<file path="config.mk">
export PLATFORM = sky130hd
export DESIGN_NAME = clock_enable_divider_mc_flat
export DESIGN_NICKNAME = d
export VERILOG_FILES = /design/src/rtl/clock_enable_divider_mc_if.sv /design/src/rtl/clock_enable_divider_mc.sv /design/src/flat_wrapper.sv
export SDC_FILE = /design/constraint.sdc
export NUM_CORES = 1
export LEC_CHECK = 0
export CAP_MARGIN = 20
export CORE_MARGIN = 10
export CORE_UTILIZATION = 52
export DETAILED_ROUTE_END_ITERATION = 10
export PLACE_DENSITY = 0.77
export SLEW_MARGIN = 20
export SYNTH_ARGS = -nofsm -noshare
export SYNTH_HDL_FRONTEND = slang
export SYNTH_SLANG_ARGS = --single-unit
</file>
<file path="constraint.sdc">
create_clock -name i_clk_mhz -period 2.7 [get_ports i_clk_mhz]
set_clock_uncertainty 0.1 [all_clocks]
set_input_delay 0.27 -clock i_clk_mhz [delete_from_list [all_inputs] [get_ports i_clk_mhz]]
set_output_delay 0.27 -clock i_clk_mhz [all_outputs]
set_load 0.05 [all_outputs]
</file>
<file path="src/rtl/clock_enable_divider_mc_if.sv">
// Bundles the control and status signals of the multi-channel clock-enable divider.
// Clock and reset stay as plain module ports.
interface clock_enable_divider_mc_if #(
  parameter int par_channels  = 4,
  parameter int par_div_width = 16
);
  logic                                  i_ce_mhz;
  logic [par_channels-1:0]               i_run;
  logic [par_channels-1:0]               i_oneshot;
  logic [par_channels-1:0]               i_load;
  logic [par_channels*par_div_width-1:0] i_divisor;
  logic                                  i_sync;
  logic [par_channels-1:0]               o_ce_div;
  logic [par_channels-1:0]               o_busy;

  modport master (
    output i_ce_mhz, i_run, i_oneshot, i_load, i_divisor, i_sync,
    input  o_ce_div, o_busy
  );

  modport slave (
    input  i_ce_mhz, i_run, i_oneshot, i_load, i_divisor, i_sync,
    output o_ce_div, o_busy
  );
endinterface

</file>
<file path="src/rtl/clock_enable_divider_mc.sv">
// Multi-channel clock-enable divider: each channel counts qualified i_ce_mhz cycles
// and emits a one-clock o_ce_div pulse per divisor period, continuous or one-shot.
module clock_enable_divider_mc #(
  parameter int par_channels        = 4,
  parameter int par_div_width       = 16,
  parameter int par_default_divisor = 1000
) (
  input  logic                      i_clk_mhz,
  input  logic                      i_rst_mhz,
  clock_enable_divider_mc_if.slave  bus
);

  localparam logic [par_div_width-1:0] DIV_ONE = par_div_width'(1);
  localparam logic [par_div_width-1:0] DEF_RAW = par_div_width'(par_default_divisor);
  localparam logic [par_div_width-1:0] DEF_DIV = (DEF_RAW == '0) ? DIV_ONE : DEF_RAW;

  typedef enum logic [1:0] {
    ST_IDLE = 2'd0,
    ST_RUN  = 2'd1,
    ST_DONE = 2'd2
  } state_e;

  genvar gi;
  generate
    for (gi = 0; gi < par_channels; gi++) begin : g_ch
      state_e                   state_q, state_d;
      logic [par_div_width-1:0] cnt_q, cnt_d;
      logic [par_div_width-1:0] div_q, div_d;
      logic [par_div_width-1:0] div_slice;
      logic                     mode_q, mode_d;
      logic                     pulse_q, pulse_d;

      assign div_slice = bus.i_divisor[gi*par_div_width +: par_div_width];

      always_comb begin
        state_d = state_q;
        cnt_d   = cnt_q;
        div_d   = div_q;
        mode_d  = mode_q;
        pulse_d = 1'b0;

        // A zero divisor behaves as 1 so the terminal compare never wraps.
        if (bus.i_load[gi]) begin
          div_d = (div_slice == '0) ? DIV_ONE : div_slice;
        end

        unique case (state_q)
          ST_IDLE: begin
            cnt_d = '0;
            if (bus.i_run[gi]) begin
              state_d = ST_RUN;
              mode_d  = bus.i_oneshot[gi];
            end
          end
          ST_RUN: begin
            if (!bus.i_run[gi]) begin
              state_d = ST_IDLE;
              cnt_d   = '0;
            end else if (bus.i_load[gi] || bus.i_sync) begin
              cnt_d = '0;
            end else if (bus.i_ce_mhz) begin
              if (cnt_q == div_q - DIV_ONE) begin
                cnt_d   = '0;
                pulse_d = 1'b1;
                if (mode_q) begin
                  state_d = ST_DONE;
                end
              end else begin
                cnt_d = cnt_q + DIV_ONE;
              end
            end
          end
          ST_DONE: begin
            cnt_d = '0;
            if (!bus.i_run[gi]) begin
              state_d = ST_IDLE;
            end
          end
          default: begin
            state_d = ST_IDLE;
            cnt_d   = '0;
          end
        endcase
      end

      always_ff @(posedge i_clk_mhz) begin
        if (i_rst_mhz) begin
          state_q <= ST_IDLE;
          cnt_q   <= '0;
          div_q   <= DEF_DIV;
          mode_q  <= 1'b0;
          pulse_q <= 1'b0;
        end else begin
          state_q <= state_d;
          cnt_q   <= cnt_d;
          div_q   <= div_d;
          mode_q  <= mode_d;
          pulse_q <= pulse_d;
        end
      end

      assign bus.o_ce_div[gi] = pulse_q;
      assign bus.o_busy[gi]   = (state_q == ST_RUN);
    end
  endgenerate

endmodule

</file>
<file path="src/flat_wrapper.sv">
// flat-port wrapper written by rule: the top's interface ports become plain ports
module clock_enable_divider_mc_flat 
#(
  parameter int par_channels        = 4,
  parameter int par_div_width       = 16,
  parameter int par_default_divisor = 1000
)
  (i_clk_mhz, i_rst_mhz, bus_i_ce_mhz, bus_i_run, bus_i_oneshot, bus_i_load, bus_i_divisor, bus_i_sync, bus_o_ce_div, bus_o_busy);
  clock_enable_divider_mc_if #(.par_channels(par_channels), .par_div_width(par_div_width)) bus_i ();
  input  logic i_clk_mhz;
  input  logic i_rst_mhz;
  input wire logic [$bits(bus_i.i_ce_mhz)-1:0] bus_i_ce_mhz;
  input wire logic [$bits(bus_i.i_run)-1:0] bus_i_run;
  input wire logic [$bits(bus_i.i_oneshot)-1:0] bus_i_oneshot;
  input wire logic [$bits(bus_i.i_load)-1:0] bus_i_load;
  input wire logic [$bits(bus_i.i_divisor)-1:0] bus_i_divisor;
  input wire logic [$bits(bus_i.i_sync)-1:0] bus_i_sync;
  output wire logic [$bits(bus_i.o_ce_div)-1:0] bus_o_ce_div;
  output wire logic [$bits(bus_i.o_busy)-1:0] bus_o_busy;
  assign bus_i.i_ce_mhz = bus_i_ce_mhz;
  assign bus_i.i_run = bus_i_run;
  assign bus_i.i_oneshot = bus_i_oneshot;
  assign bus_i.i_load = bus_i_load;
  assign bus_i.i_divisor = bus_i_divisor;
  assign bus_i.i_sync = bus_i_sync;
  assign bus_o_ce_div = bus_i.o_ce_div;
  assign bus_o_busy = bus_i.o_busy;
  clock_enable_divider_mc #(.par_channels(par_channels), .par_div_width(par_div_width), .par_default_divisor(par_default_divisor)) u_core (.i_clk_mhz(i_clk_mhz), .i_rst_mhz(i_rst_mhz), .bus(bus_i));
endmodule
</file>
Word level (Yosys, flattened, before mapping)

Index checks and enable logic that the tools add are counted.

$add $sub $neg: 8
Equality and inequality tests: 36
Multiplexer cells: 44
Bitwise gates (word level): 9
Reduce and logical (&&, ||, !) cells: 28

Operators by type and width:

| operator                                                             | count |
|---|---|
| 16-bit two-way mux                                                   | 8 |
| 16-bit by 1-bit adder with 16-bit output, second input constant      | 4 |
| 16-bit == test                                                       | 4 |
| 16-bit zero test                                                     | 4 |
| 16-bit by 1-bit subtractor with 16-bit output, second input constant | 4 |
| 2-bit two-way mux                                                    | 28 |
| 3-bit by 2-bit != test with 1-bit output, second input constant      | 8 |
| 3-bit != test, second input constant                                 | 8 |
| 2-bit case mux with 3 select lines                                   | 4 |
| 6-bit AND reduction                                                  | 4 |
| 5-bit OR reduction                                                   | 4 |
| 2-bit != test, second input constant                                 | 8 |
| 4-bit OR reduction                                                   | 4 |
| 1-bit inverter                                                       | 9 |
| 2-bit by 1-bit == test with 1-bit output, second input constant      | 4 |
| 2-bit == test, second input constant                                 | 4 |
| 2-bit zero test                                                      | 4 |
| 2-bit AND reduction                                                  | 4 |
| 1-bit logical OR                                                     | 4 |
| 1-bit two-way mux                                                    | 4 |

Register bits: 144
Input bits: 80
Output and inout bits: 8
Word-level logic and storage cells: 145

Depth between registers and ports, before layout

Gate-level depths: netlist of run 1.

Depth after elaboration: 7
Gate-level depth with buffers: 12
Gate-level depth less buffers: 9

Worst setup path before layout of run 1

OpenSTA, ideal clock, no wires.

Kind: register to register
From: reg u_core.g_ch[0].div_q[0]
To: reg u_core.g_ch[0].cnt_q[15]
Library setup time: 0.115 ns
Arrival time: 2.674 ns
Required time: 2.485 ns
Setup slack: -0.189 ns
Cell stages (with the launch flop): 12
Buffers on the path: 2
Period minus slack after synthesis: 2.889 ns
Cell sequence: dfxtp_1 > clkbuf_1 > inv_1 > ha_1 > or3b_2 > or4_1 > nand3_1 > o211ai_1 > a2111oi_4 > a21o_1 > buf_4 > nor2_1

Cells in the longest elaborated chain, start to end: 3

RTL lines:

| element                                       | line                          | source |
|---|---|---|
| from (decl)                                   | clock_enable_divider_mc.sv:28 | `logic [par_div_width-1:0] div_q, div_d;` |
| from (signal assigned)                        | clock_enable_divider_mc.sv:96 | `div_q <= div_d;` |
| 16-bit by 1-bit subtractor with 16-bit output | clock_enable_divider_mc.sv:62 | `if (cnt_q == div_q - DIV_ONE) begin` |
| 16-bit == test                                | clock_enable_divider_mc.sv:62 |  |
| 16-bit two-way mux                            | clock_enable_divider_mc.sv:62 |  |
| to (signal assigned)                          | clock_enable_divider_mc.sv:95 | `cnt_q <= cnt_d;` |
| to (decl)                                     | clock_enable_divider_mc.sv:27 | `logic [par_div_width-1:0] cnt_q, cnt_d;` |

No other way between the ends.
A chain may end at the register's enable or synchronous reset.

Worst setup path after layout of run 1

From: reg u_core.g_ch[1].div_q[4]
To: reg u_core.g_ch[1].cnt_q[2]

Cells in the longest elaborated chain, start to end: 3

RTL lines:

| element                                       | line |
|---|---|
| from (decl)                                   | clock_enable_divider_mc.sv:28 |
| from (signal assigned)                        | clock_enable_divider_mc.sv:96 |
| 16-bit by 1-bit subtractor with 16-bit output | clock_enable_divider_mc.sv:62 |
| 16-bit == test                                | clock_enable_divider_mc.sv:62 |
| 16-bit two-way mux                            | clock_enable_divider_mc.sv:62 |
| to (signal assigned)                          | clock_enable_divider_mc.sv:95 |
| to (decl)                                     | clock_enable_divider_mc.sv:27 |

No other way between the ends.

==> results of run 1 <==
## metrics by stage
| stage | instance area, sq um | TNS [ns] | util, % |
|---|---|---|---|
| 2_1_floorplan | 8380 | 0 | - |
| 3_3_place_gp | 9760 | -0.250 | 61.9 |
| 3_5_place_dp | 9760 | -0.865 | 61.9 |
| 4_1_cts | 10500 | 0 | 66.3 |
| 5_1_grt | 10700 | -5.80 | 67.9 |
| 6_report | 10700 | -2.18 | 67.9 |
## state kept, by name (all words and copies together) (netlist names)
register / cells
u_core.g_ch.state_q: 8
u_core.g_ch.mode_q: 4
u_core.g_ch.pulse_q: 4
u_core.g_ch.cnt_q: 64
u_core.g_ch.div_q: 64
## what timing repair did
action | in CTS | in global routing
buffers inserted | 0 | 6
endpoints found under the setup margin | 51 | 69
pin swaps | 2 | 22
gates cloned | 0 | 1
gates resized for setup | 8 | 41
## cell type report
cell class / instances / area [sq um] / share of cell area [%]
Tap cell: 216 / 270 / 2.52
Clock buffer: 20 / 457 / 4.27
Inverter: 21 / 81.3 / 0.760
Sequential cell: 144 / 2890 / 27.0
Clock inverter: 11 / 210 / 1.96
Timing Repair Buffer: 164 / 1480 / 13.8
Multi-Input combinational cell: 772 / 5320 / 49.7
## placed cells by master (no fill, tap or decap), types with 7 or more instances in the layout
cell / synthesis / layout
sky130_fd_sc_hd__dfxtp_1: 144 / 139
sky130_fd_sc_hd__nor2_1: 130 / 130
sky130_fd_sc_hd__clkdlybuf4s50_1: 0 / 86
sky130_fd_sc_hd__nand2_1: 73 / 72
sky130_fd_sc_hd__buf_4: 6 / 71
sky130_fd_sc_hd__xor2_1: 63 / 63
sky130_fd_sc_hd__mux2i_1: 58 / 58
sky130_fd_sc_hd__xnor2_1: 58 / 58
sky130_fd_sc_hd__nand3_1: 44 / 43
sky130_fd_sc_hd__nor3_1: 38 / 34
sky130_fd_sc_hd__nand4_1: 27 / 27
sky130_fd_sc_hd__nor4_1: 26 / 24
sky130_fd_sc_hd__inv_1: 21 / 20
sky130_fd_sc_hd__a21oi_1: 20 / 20
sky130_fd_sc_hd__and3_1: 19 / 19
sky130_fd_sc_hd__nor2b_1: 18 / 17
sky130_fd_sc_hd__clkbuf_16: 0 / 17
sky130_fd_sc_hd__o21ai_0: 16 / 16
sky130_fd_sc_hd__o211ai_1: 10 / 10
sky130_fd_sc_hd__nand2b_1: 10 / 10
sky130_fd_sc_hd__nand3b_1: 10 / 10
sky130_fd_sc_hd__or3_1: 10 / 9
sky130_fd_sc_hd__a31oi_1: 12 / 9
sky130_fd_sc_hd__a211oi_1: 8 / 8
sky130_fd_sc_hd__or4_4: 2 / 8
sky130_fd_sc_hd__and4_1: 7 / 7
sky130_fd_sc_hd__ha_1: 8 / 7
## cell families (layout without fill, tap and decap cells)
group           Yosys count  after routing  share of synthesized area, %
mux                      58             58                          6.99
simple gates            461            461                          29.0
buf+inv                  81            216                          4.17
fa+ha+maj                 8              8                          1.20
flops                   144            144                          34.7
xor+xnor                123            123                          13.3
compound gates          122            122                          10.6
## layer usage
metal | vias up | GRT usage [%] | wire length [um] | share of wire [%]
met4 | 0 | 6.36 | 394 | 1.8
li1 | 3798 | - | - | -
met3 | 38 | 3.65 | 887 | 4.0
met2 | 211 | 32.5 | 10500 | 48
met5 | - | 0 | 0 | 0
met1 | 3609 | 24.8 | 10200 | 46
## power groups by stage
stage               clock network (mW)  registers (mW)  logic (mW)
global route                      2.79            2.26       0.782
floorplan                            0            2.30       0.388
global placement                     0            2.30       0.665
detailed placement                   0            2.30       0.678
CTS                               2.70            2.25       0.691
finish                            2.67            2.26       0.719
## cells in the mapped netlist, drive strengths merged, types with 12 or more instances
cell type / n / share of area [%]
dfxtp: 144 / 35
nor2: 130 / 5.9
nand2: 73 / 3.3
xor2: 63 / 6.6
mux2i: 58 / 7.0
xnor2: 58 / 6.1
nand3: 44 / 2.7
clkbuf: 42 / 1.9
nor3: 40 / 2.5
nor4: 28 / 2.3
nand4: 27 / 2.0
inv: 21 / 0.95
o21ai: 21 / 1.4
a21oi: 20 / 1.2
and3: 19 / 1.4
buf: 18 / 1.3
nor2b: 18 / 1.4
or3: 13 / 1.1
or4: 13 / 1.3
a31oi: 12 / 0.90
## worst max path at each step
stage,to,cells past startpoint,start
detailed placement,u_core.g_ch[1].cnt_q[15],7,u_core.g_ch[1].div_q[2]
CTS,u_core.g_ch[1].cnt_q[15],7,u_core.g_ch[1].div_q[2]
global route,u_core.g_ch[0].state_q[1],9,u_core.g_ch[0].div_q[3]
floorplan,u_core.g_ch[0].cnt_q[15],11,u_core.g_ch[0].div_q[0]
global placement,u_core.g_ch[1].cnt_q[15],7,u_core.g_ch[1].div_q[2]
finish,u_core.g_ch[1].cnt_q[2],7,u_core.g_ch[1].div_q[4]
==> impl_results.html, run 1 <==
<table>
<tr><th>Metric</th><th>Value</th></tr>
<tr><th colspan="2">Status</th></tr>
<tr><td>Run status</td><td>finished with violations</td></tr>
<tr><td>Failing checks</td><td>negative setup slack</td></tr>
<tr><th colspan="2">Setup path</th></tr>
<tr><td>Critical path data arrival time</td><td>2.98 ns</td></tr>
<tr><td>Number of cells traversed by the worst register-to-register path</td><td>7</td></tr>
<tr><td>Largest delay contributor family on the critical path</td><td>simple AND/OR/NAND/NOR gates</td></tr>
<tr><td>Endpoint of the most critical register-to-register path</td><td>u_core.g_ch[1].cnt_q[2]</td></tr>
<tr><td>CP most frequent cell</td><td>sky130_fd_sc_hd__or4_4</td></tr>
<tr><td>Worst-path maximum fanout</td><td>7</td></tr>
<tr><td>Startpoint Class</td><td>flip-flop</td></tr>
<tr><td>Cell at the slowest stage of the critical path</td><td>sky130_fd_sc_hd__or4_4</td></tr>
<tr><td>R2r startpoint</td><td>u_core.g_ch[1].div_q[4]</td></tr>
<tr><td>CP Data Required Time</td><td>2.88 ns</td></tr>
<tr><td>Cell-by-cell trace of the critical path</td><td>or4_4 &gt; a211oi_2 &gt; o21ai_1 &gt; or4_4 &gt; or4b_4 &gt; o22ai_2 &gt; a21oi_1</td></tr>
<tr><td>Critical path start-end classification</td><td>reg2reg</td></tr>
<tr><td>Max incr delay on CP</td><td>0.60 ns</td></tr>
<tr><td>Count of buffer and inverter cells on the critical path</td><td>0</td></tr>
<tr><td>CP endpoint kind</td><td>flip-flop</td></tr>
<tr><td>Setup slack of the most critical reg-to-reg path</td><td>-0.10 ns</td></tr>
<tr><th colspan="2">Place</th></tr>
<tr><td>Routability cong.</td><td>0.922</td></tr>
<tr><td>Port bufs</td><td>87</td></tr>
<tr><td>Half-perimeter wire length after placement</td><td>15900 um</td></tr>
<tr><td>Setup Slack @ Placement</td><td>-0.145 ns</td></tr>
<tr><td># placed instances</td><td>1310</td></tr>
<tr><th colspan="2">Floorplan</th></tr>
<tr><td>Floorplan die area</td><td>0.0214 sq mm</td></tr>
<tr><td>Effective utilization at floorplan</td><td>52.7%</td></tr>
<tr><td>Y dimension of the die</td><td>146 um</td></tr>
<tr><td>Count of pins on the block boundary</td><td>88</td></tr>
<tr><td>Num rows</td><td>46</td></tr>
<tr><td>Floorplan Core Area</td><td>0.0158 sq mm</td></tr>
<tr><td>Width of the die</td><td>146 um</td></tr>
<tr><th colspan="2">Synthesis</th></tr>
<tr><td>Synthesized net count</td><td>1085</td></tr>
<tr><td>Number of instances in the synthesized netlist</td><td>997</td></tr>
<tr><td>Yosys synthesis warning count</td><td>0</td></tr>
<tr><td>Number of flops mapped to enable cells by yosys</td><td>0</td></tr>
<tr><td>Proportion of register bits with asynchronous set or reset after synthesis</td><td>0%</td></tr>
<tr><td>Main synth FF type</td><td>sky130_fd_sc_hd__dfxtp_1</td></tr>
<tr><td>Sequential share of the synthesized area</td><td>34.7%</td></tr>
<tr><td>Avg Inst Size Synth</td><td>8.33 sq um</td></tr>
<tr><td>Post-Syn Area</td><td>0.00831 sq mm</td></tr>
<tr><td>Total of flip-flops plus latches after synthesis</td><td>144</td></tr>
<tr><td>Synth unique cells</td><td>76</td></tr>
<tr><th colspan="2">Timing</th></tr>
<tr><td>Setup repair after global routing missed its margin</td><td>true</td></tr>
<tr><td>Tightest Pin Transition</td><td>0.675 ns</td></tr>
<tr><td>Total of endpoints with negative setup slack in the final report</td><td>34</td></tr>
<tr><td>Number of max-slew violations in the final report</td><td>0</td></tr>
<tr><td>Final WS setup</td><td>-0.102 ns</td></tr>
<tr><td>Final worst hold slack</td><td>0.0464 ns</td></tr>
<tr><td>F_max</td><td>357 MHz</td></tr>
<tr><td>Max transition margin</td><td>54.9%</td></tr>
<tr><td>Hold Violations, Final</td><td>0</td></tr>
<tr><td>Clock period minus final worst setup slack</td><td>2.80 ns</td></tr>
<tr><td>Final critical-path share of the clock period</td><td>104%</td></tr>
<tr><th colspan="2">Route</th></tr>
<tr><td>DRC violation total after the first TritonRoute iteration</td><td>484</td></tr>
<tr><td>Number of vias per cell after detailed routing</td><td>5.68</td></tr>
<tr><td>Post-route ant nets</td><td>0</td></tr>
<tr><td>Aggregate routed wire length</td><td>22000 um</td></tr>
<tr><td>Per-cell routed wire length</td><td>16.3 um</td></tr>
<tr><td>First-pass DRT Iterations</td><td>5</td></tr>
<tr><td>Residual DRC</td><td>0</td></tr>
<tr><td>Via total after detailed routing</td><td>7656</td></tr>
<tr><th colspan="2">Clocking</th></tr>
<tr><td>Cts-stage hold buffer count</td><td>0</td></tr>
<tr><td>Root buffer selected by CTS</td><td>sky130_fd_sc_hd__clkbuf_16</td></tr>
<tr><td>Clock-pin transition on the worst setup and hold timing paths</td><td>0.06 ns</td></tr>
<tr><td>CTS H-tree lvls</td><td>4</td></tr>
<tr><td>Clock latency reported for the late side of the worst-skew pair</td><td>0.43 ns</td></tr>
<tr><td>Total clock sinks</td><td>144</td></tr>
<tr><td>Clock tree from TritonCTS</td><td>done</td></tr>
<tr><td>Longest Clk Path Bufs</td><td>2</td></tr>
<tr><td>TritonCTS buffer count</td><td>17</td></tr>
<tr><th colspan="2">Power and ir drop</th></tr>
<tr><td>Share of power burned in combinational logic</td><td>12.7%</td></tr>
<tr><td>Clock group share of total power</td><td>47.3%</td></tr>
<tr><td>Power Dens Cells</td><td>528 mW/mm^2</td></tr>
<tr><td>Power spent charging and discharging nets</td><td>1.32 mW</td></tr>
<tr><td>Pwr Total</td><td>5.65 mW</td></tr>
<tr><td>Net Sw Frac</td><td>23.4%</td></tr>
<tr><td>Internal cell power</td><td>4.33 mW</td></tr>
<tr><td>Relative contribution of sequential cells to total power</td><td>40.0%</td></tr>
<tr><td>Leak pwr</td><td>4.01 nW</td></tr>
<tr><td>Worst VDD drop</td><td>464 uV</td></tr>
<tr><th colspan="2">Min path</th></tr>
<tr><td>Hold worst-path end</td><td>u_core.g_ch[0].mode_q</td></tr>
<tr><td>Cell depth of the worst min-delay path</td><td>2</td></tr>
<tr><td>Hold Startpoint</td><td>i_rst_mhz</td></tr>
<tr><td>Kind of path behind the tightest hold check</td><td>in2reg</td></tr>
<tr><th colspan="2">GRT</th></tr>
<tr><td>Grt total ovfl</td><td>0</td></tr>
<tr><td>Number of antenna violations at the first check in global routing</td><td>0</td></tr>
<tr><td>Wire length of the first global-routing pass</td><td>35200 um</td></tr>
<tr><td>Pin count of the biggest net entering global routing</td><td>24</td></tr>
<tr><td>Overall global routing resource usage</td><td>19.5%</td></tr>
<tr><td>Vias in the first global route</td><td>7335</td></tr>
<tr><th colspan="2">Cells and area</th></tr>
<tr><td>Final Instance Count excl. Fillers</td><td>1348</td></tr>
<tr><td>Signed area change from the synthesized netlist to the final layout</td><td>28.9%</td></tr>
<tr><td>Total inserted antenna cells</td><td>0</td></tr>
<tr><td>Fraction of layout cells with a size suffix above 1</td><td>15.7%</td></tr>
<tr><td>Nets@finish</td><td>1208</td></tr>
<tr><td>Count of filler cells inserted in the layout</td><td>1264</td></tr>
<tr><th colspan="2">Run</th></tr>
<tr><td>Number of maximum-capacitance constraint violations</td><td>0</td></tr>
</table>
No activity file was read; power rests on OpenSTA's default activity.
==> run 2, diff against run 1 <==
--- a/config.mk
+++ b/config.mk
@@ -8,8 +8,10 @@
 export CAP_MARGIN = 20
 export CORE_MARGIN = 10
 export CORE_UTILIZATION = 52
+export CTS_CLUSTER_DIAMETER = 200
 export DETAILED_ROUTE_END_ITERATION = 10
 export PLACE_DENSITY = 0.77
+export RECOVER_POWER = 50
 export SLEW_MARGIN = 20
 export SYNTH_ARGS = -nofsm -noshare
 export SYNTH_HDL_FRONTEND = slang
==> run 2 against run 1 <==
The run still ends with negative setup slack left. Total power about the same. Fmax is 0.20% higher. Largest power group unchanged. Design area is 0.14% lower. Critical endpoint unchanged. Routed wire length hardly changed. Sequential share of layout area barely moved. Clock power is essentially flat. Clock-buffer cell count did not move. Setup slack better by 0.0056 ns. Via count rose by 0.40%. Register-to-register slack about the same. Cell count unchanged.
==> impl_results.html, run 2 (synthesis gave the netlist of run 1 again) <==
<table>
<tr><th>Metric</th><th>Value</th></tr>
<tr><th colspan="2">Power and ir drop</th></tr>
<tr><td>Share of power burned in combinational logic</td><td>12.7% (about the same)</td></tr>
<tr><td>Power spent charging and discharging nets</td><td>1.32 mW (about the same)</td></tr>
<tr><td>Net Sw Frac</td><td>23.4% (about the same)</td></tr>
<tr><td>Relative contribution of sequential cells to total power</td><td>40.0% (about the same)</td></tr>
<tr><td>Leak pwr</td><td>3.99 nW (was 4.01 nW)</td></tr>
<tr><td>Internal cell power</td><td>4.32 mW (was 4.33 mW)</td></tr>
<tr><td>Power Dens Cells</td><td>528 mW/mm^2 (about the same)</td></tr>
<tr><td>Worst VDD drop</td><td>467 uV (was 464 uV)</td></tr>
<tr><td>Clock group share of total power</td><td>47.3% (about the same)</td></tr>
<tr><th colspan="2">Clocking</th></tr>
<tr><td>Clock tree from TritonCTS</td><td>done (unchanged)</td></tr>
<tr><td>Total clock sinks</td><td>144 (unchanged)</td></tr>
<tr><td>Longest Clk Path Bufs</td><td>2 (unchanged)</td></tr>
<tr><td>TritonCTS buffer count</td><td>17 (unchanged)</td></tr>
<tr><td>Clock latency reported for the late side of the worst-skew pair</td><td>0.43 ns (about the same)</td></tr>
<tr><td>CTS H-tree lvls</td><td>4 (unchanged)</td></tr>
<tr><td>Clock-pin transition on the worst setup and hold timing paths</td><td>0.06 ns (about the same)</td></tr>
<tr><td>Root buffer selected by CTS</td><td>sky130_fd_sc_hd__clkbuf_16 (unchanged)</td></tr>
<tr><th colspan="2">Setup path</th></tr>
<tr><td>Setup slack of the most critical reg-to-reg path</td><td>-0.1 ns (was -0.10 ns)</td></tr>
<tr><td>Count of buffer and inverter cells on the critical path</td><td>0 (unchanged)</td></tr>
<tr><td>Max incr delay on CP</td><td>0.60 ns (about the same)</td></tr>
<tr><td>Cell at the slowest stage of the critical path</td><td>sky130_fd_sc_hd__or4_4 (unchanged)</td></tr>
<tr><td>Number of cells traversed by the worst register-to-register path</td><td>7 (unchanged)</td></tr>
<tr><td>Critical path start-end classification</td><td>reg2reg (unchanged)</td></tr>
<tr><td>CP endpoint kind</td><td>flip-flop (unchanged)</td></tr>
<tr><td>Cell-by-cell trace of the critical path</td><td>or4_4 &gt; a211oi_2 &gt; o21ai_1 &gt; or4_4 &gt; or4b_4 &gt; o22ai_2 &gt; a21oi_1 (unchanged)</td></tr>
<tr><td>Largest delay contributor family on the critical path</td><td>simple AND/OR/NAND/NOR gates (unchanged)</td></tr>
<tr><td>Logic depth of the worst setup path including buffers</td><td>7 (unchanged)</td></tr>
<tr><td>Startpoint Class</td><td>flip-flop (unchanged)</td></tr>
<tr><td>Worst-path maximum fanout</td><td>7 (unchanged)</td></tr>
<tr><td>Critical path data arrival time</td><td>2.98 ns (about the same)</td></tr>
<tr><td>CP Data Required Time</td><td>2.88 ns (about the same)</td></tr>
<tr><td>CP most frequent cell</td><td>sky130_fd_sc_hd__or4_4 (unchanged)</td></tr>
<tr><th colspan="2">Cells and area</th></tr>
<tr><td>Total inserted antenna cells</td><td>0 (unchanged)</td></tr>
<tr><td>Registers with the highest flip-flop counts</td><td>u_core.g_ch.cnt_q x64, u_core.g_ch.div_q x64, u_core.g_ch.state_q x8 (unchanged)</td></tr>
<tr><td>Count of filler cells inserted in the layout</td><td>1269 (was 1264)</td></tr>
<tr><td>Most common library cell in the layout ignoring fill and taps</td><td>sky130_fd_sc_hd__dfxtp_1 (unchanged)</td></tr>
<tr><td>Signed area change from the synthesized netlist to the final layout</td><td>28.7% (was 28.9%)</td></tr>
<tr><td>Fraction of layout cells with a size suffix above 1</td><td>15.4% (was 15.7%)</td></tr>
<tr><td>Nets@finish</td><td>1208 (unchanged)</td></tr>
<tr><td>Most frequent cells in the layout</td><td>sky130_fd_sc_hd__dfxtp_1, sky130_fd_sc_hd__nor2_1, sky130_fd_sc_hd__clkdlybuf4s50_1 (unchanged)</td></tr>
<tr><th colspan="2">Place</th></tr>
<tr><td>Half-perimeter wire length after placement</td><td>15900 um (unchanged)</td></tr>
<tr><td>Setup Slack @ Placement</td><td>-0.145 ns (unchanged)</td></tr>
<tr><td>Port bufs</td><td>87 (unchanged)</td></tr>
<tr><td>Routability cong.</td><td>0.922 (unchanged)</td></tr>
<tr><th colspan="2">GRT</th></tr>
<tr><td>Overall global routing resource usage</td><td>19.5% (unchanged)</td></tr>
<tr><td>Pin count of the biggest net entering global routing</td><td>24 (unchanged)</td></tr>
<tr><td>Number of antenna violations at the first check in global routing</td><td>0 (unchanged)</td></tr>
<tr><td>Wire length of the first global-routing pass</td><td>35200 um (unchanged)</td></tr>
<tr><td>Grt total ovfl</td><td>0 (unchanged)</td></tr>
<tr><td>Vias in the first global route</td><td>7335 (unchanged)</td></tr>
<tr><th colspan="2">Floorplan</th></tr>
<tr><td>Floorplan Core Area</td><td>0.0158 sq mm (unchanged)</td></tr>
<tr><td>Y dimension of the die</td><td>146 um (unchanged)</td></tr>
<tr><td>Width of the die</td><td>146 um (unchanged)</td></tr>
<tr><td>Count of pins on the block boundary</td><td>88 (unchanged)</td></tr>
<tr><td>Effective utilization at floorplan</td><td>52.7% (unchanged)</td></tr>
<tr><td>Floorplan die area</td><td>0.0214 sq mm (unchanged)</td></tr>
<tr><td>Num rows</td><td>46 (unchanged)</td></tr>
<tr><th colspan="2">Timing</th></tr>
<tr><td>F_max</td><td>358 MHz (was 357 MHz)</td></tr>
<tr><td>Tightest Pin Transition</td><td>1.14 ns (was 0.675 ns)</td></tr>
<tr><td>Max transition margin</td><td>24.2% (was 54.9%)</td></tr>
<tr><td>Final WS setup</td><td>-0.0968 ns (was -0.102 ns)</td></tr>
<tr><td>Clock period minus final worst setup slack</td><td>2.80 ns (about the same)</td></tr>
<tr><td>Hold Violations, Final</td><td>0 (unchanged)</td></tr>
<tr><td>Number of max-slew violations in the final report</td><td>0 (unchanged)</td></tr>
<tr><td>Final worst hold slack</td><td>0.0453 ns (was 0.0464 ns)</td></tr>
<tr><td>Final critical-path share of the clock period</td><td>104% (about the same)</td></tr>
<tr><td>Total of endpoints with negative setup slack in the final report</td><td>34 (unchanged)</td></tr>
<tr><td>Setup repair after global routing missed its margin</td><td>true (unchanged)</td></tr>
<tr><th colspan="2">Route</th></tr>
<tr><td>Per-cell routed wire length</td><td>16.3 um (about the same)</td></tr>
<tr><td>Post-route ant nets</td><td>0 (unchanged)</td></tr>
<tr><td>DRC violation total after the first TritonRoute iteration</td><td>475 (was 484)</td></tr>
<tr><td>Residual DRC</td><td>0 (unchanged)</td></tr>
<tr><td>First-pass DRT Iterations</td><td>5 (unchanged)</td></tr>
<tr><td>Number of vias per cell after detailed routing</td><td>5.70 (was 5.68)</td></tr>
<tr><td>Aggregate routed wire length</td><td>22000 um (about the same)</td></tr>
<tr><td>Via total after detailed routing</td><td>7687 (was 7656)</td></tr>
<tr><th colspan="2">Min path</th></tr>
<tr><td>Kind of path behind the tightest hold check</td><td>in2reg (unchanged)</td></tr>
<tr><td>Cell depth of the worst min-delay path</td><td>2 (unchanged)</td></tr>
<tr><th colspan="2">Run</th></tr>
<tr><td>Number of maximum-capacitance constraint violations</td><td>0 (unchanged)</td></tr>
<tr><th colspan="2">Status</th></tr>
<tr><td>Failing checks</td><td>negative setup slack (unchanged)</td></tr>
<tr><td>Run status</td><td>finished with violations (unchanged)</td></tr>
</table>
## run 2: changes by cell type in the layout (fill, tap and decap cells not counted)
cell | previous run | this run
sky130_fd_sc_hd__buf_4 | 71 | 67
sky130_fd_sc_hd__clkbuf_1 | 1 | 5
sky130_fd_sc_hd__clkdlybuf4s50_1 | 86 | 82
sky130_fd_sc_hd__dlygate4sd3_1 | 0 | 4
## run 2: through the flow
stage,cell area [sq um],util [%],power [mW],TNS (ns),std cells
finish,10700,67.8,5.65,-2.08,1348
CTS,10500,66.3,5.64,0,1341
detailed placement,9760,61.9,2.98,-0.865,1310
global route,10700,67.8,5.84,-5.80,1348
floorplan,8380,-,2.68,0,997
global placement,9760,61.9,2.96,-0.250,1310
## run 2: path summary, 6_finish.rpt
kind	end	startpoint
min	u_core.g_ch[0].mode_q	i_rst_mhz
max	u_core.g_ch[1].cnt_q[2]	u_core.g_ch[1].div_q[4]
min reg2reg	u_core.g_ch[0].state_q[1]	u_core.g_ch[0].mode_q
max reg2reg	u_core.g_ch[1].cnt_q[2]	u_core.g_ch[1].div_q[4]
## run 2: timing repair
item                                    CTS  global route
endpoints found under the setup margin   51            69
hold buffers                              0             0
resized for setup                         8            41
setup buffers                             0             6
pin swaps                                 2            22
cloned                                    0             1
## run 2: layout make-up
class | instances | area [sq um] | area share, %
inverter | 21 | 81.3 | 0.761
sequential | 144 | 2890 | 27.0
timing repair buffer | 164 | 1460 | 13.7
clock inverter | 11 | 210 | 1.97
tap | 216 | 270 | 2.53
clock buffer | 20 | 457 | 4.27
multi-input combinational | 772 | 5320 | 49.8
## run 2: power by group through the flow
stage	Clock (mW)	Combinational, mW	Sequential (mW)
global route	2.79	0.781	2.26
CTS	2.70	0.691	2.25
floorplan	0	0.388	2.30
finish	2.67	0.717	2.26
global placement	0	0.665	2.30
detailed placement	0	0.678	2.30
## run 2: per-layer routing
metal	vias up	GRT usage, %	routed length [um]
li1	3801	-	-
met1	3611	24.8	10100
met2	239	32.5	10400
met3	36	3.65	964
met4	0	6.36	423
met5	-	0	0
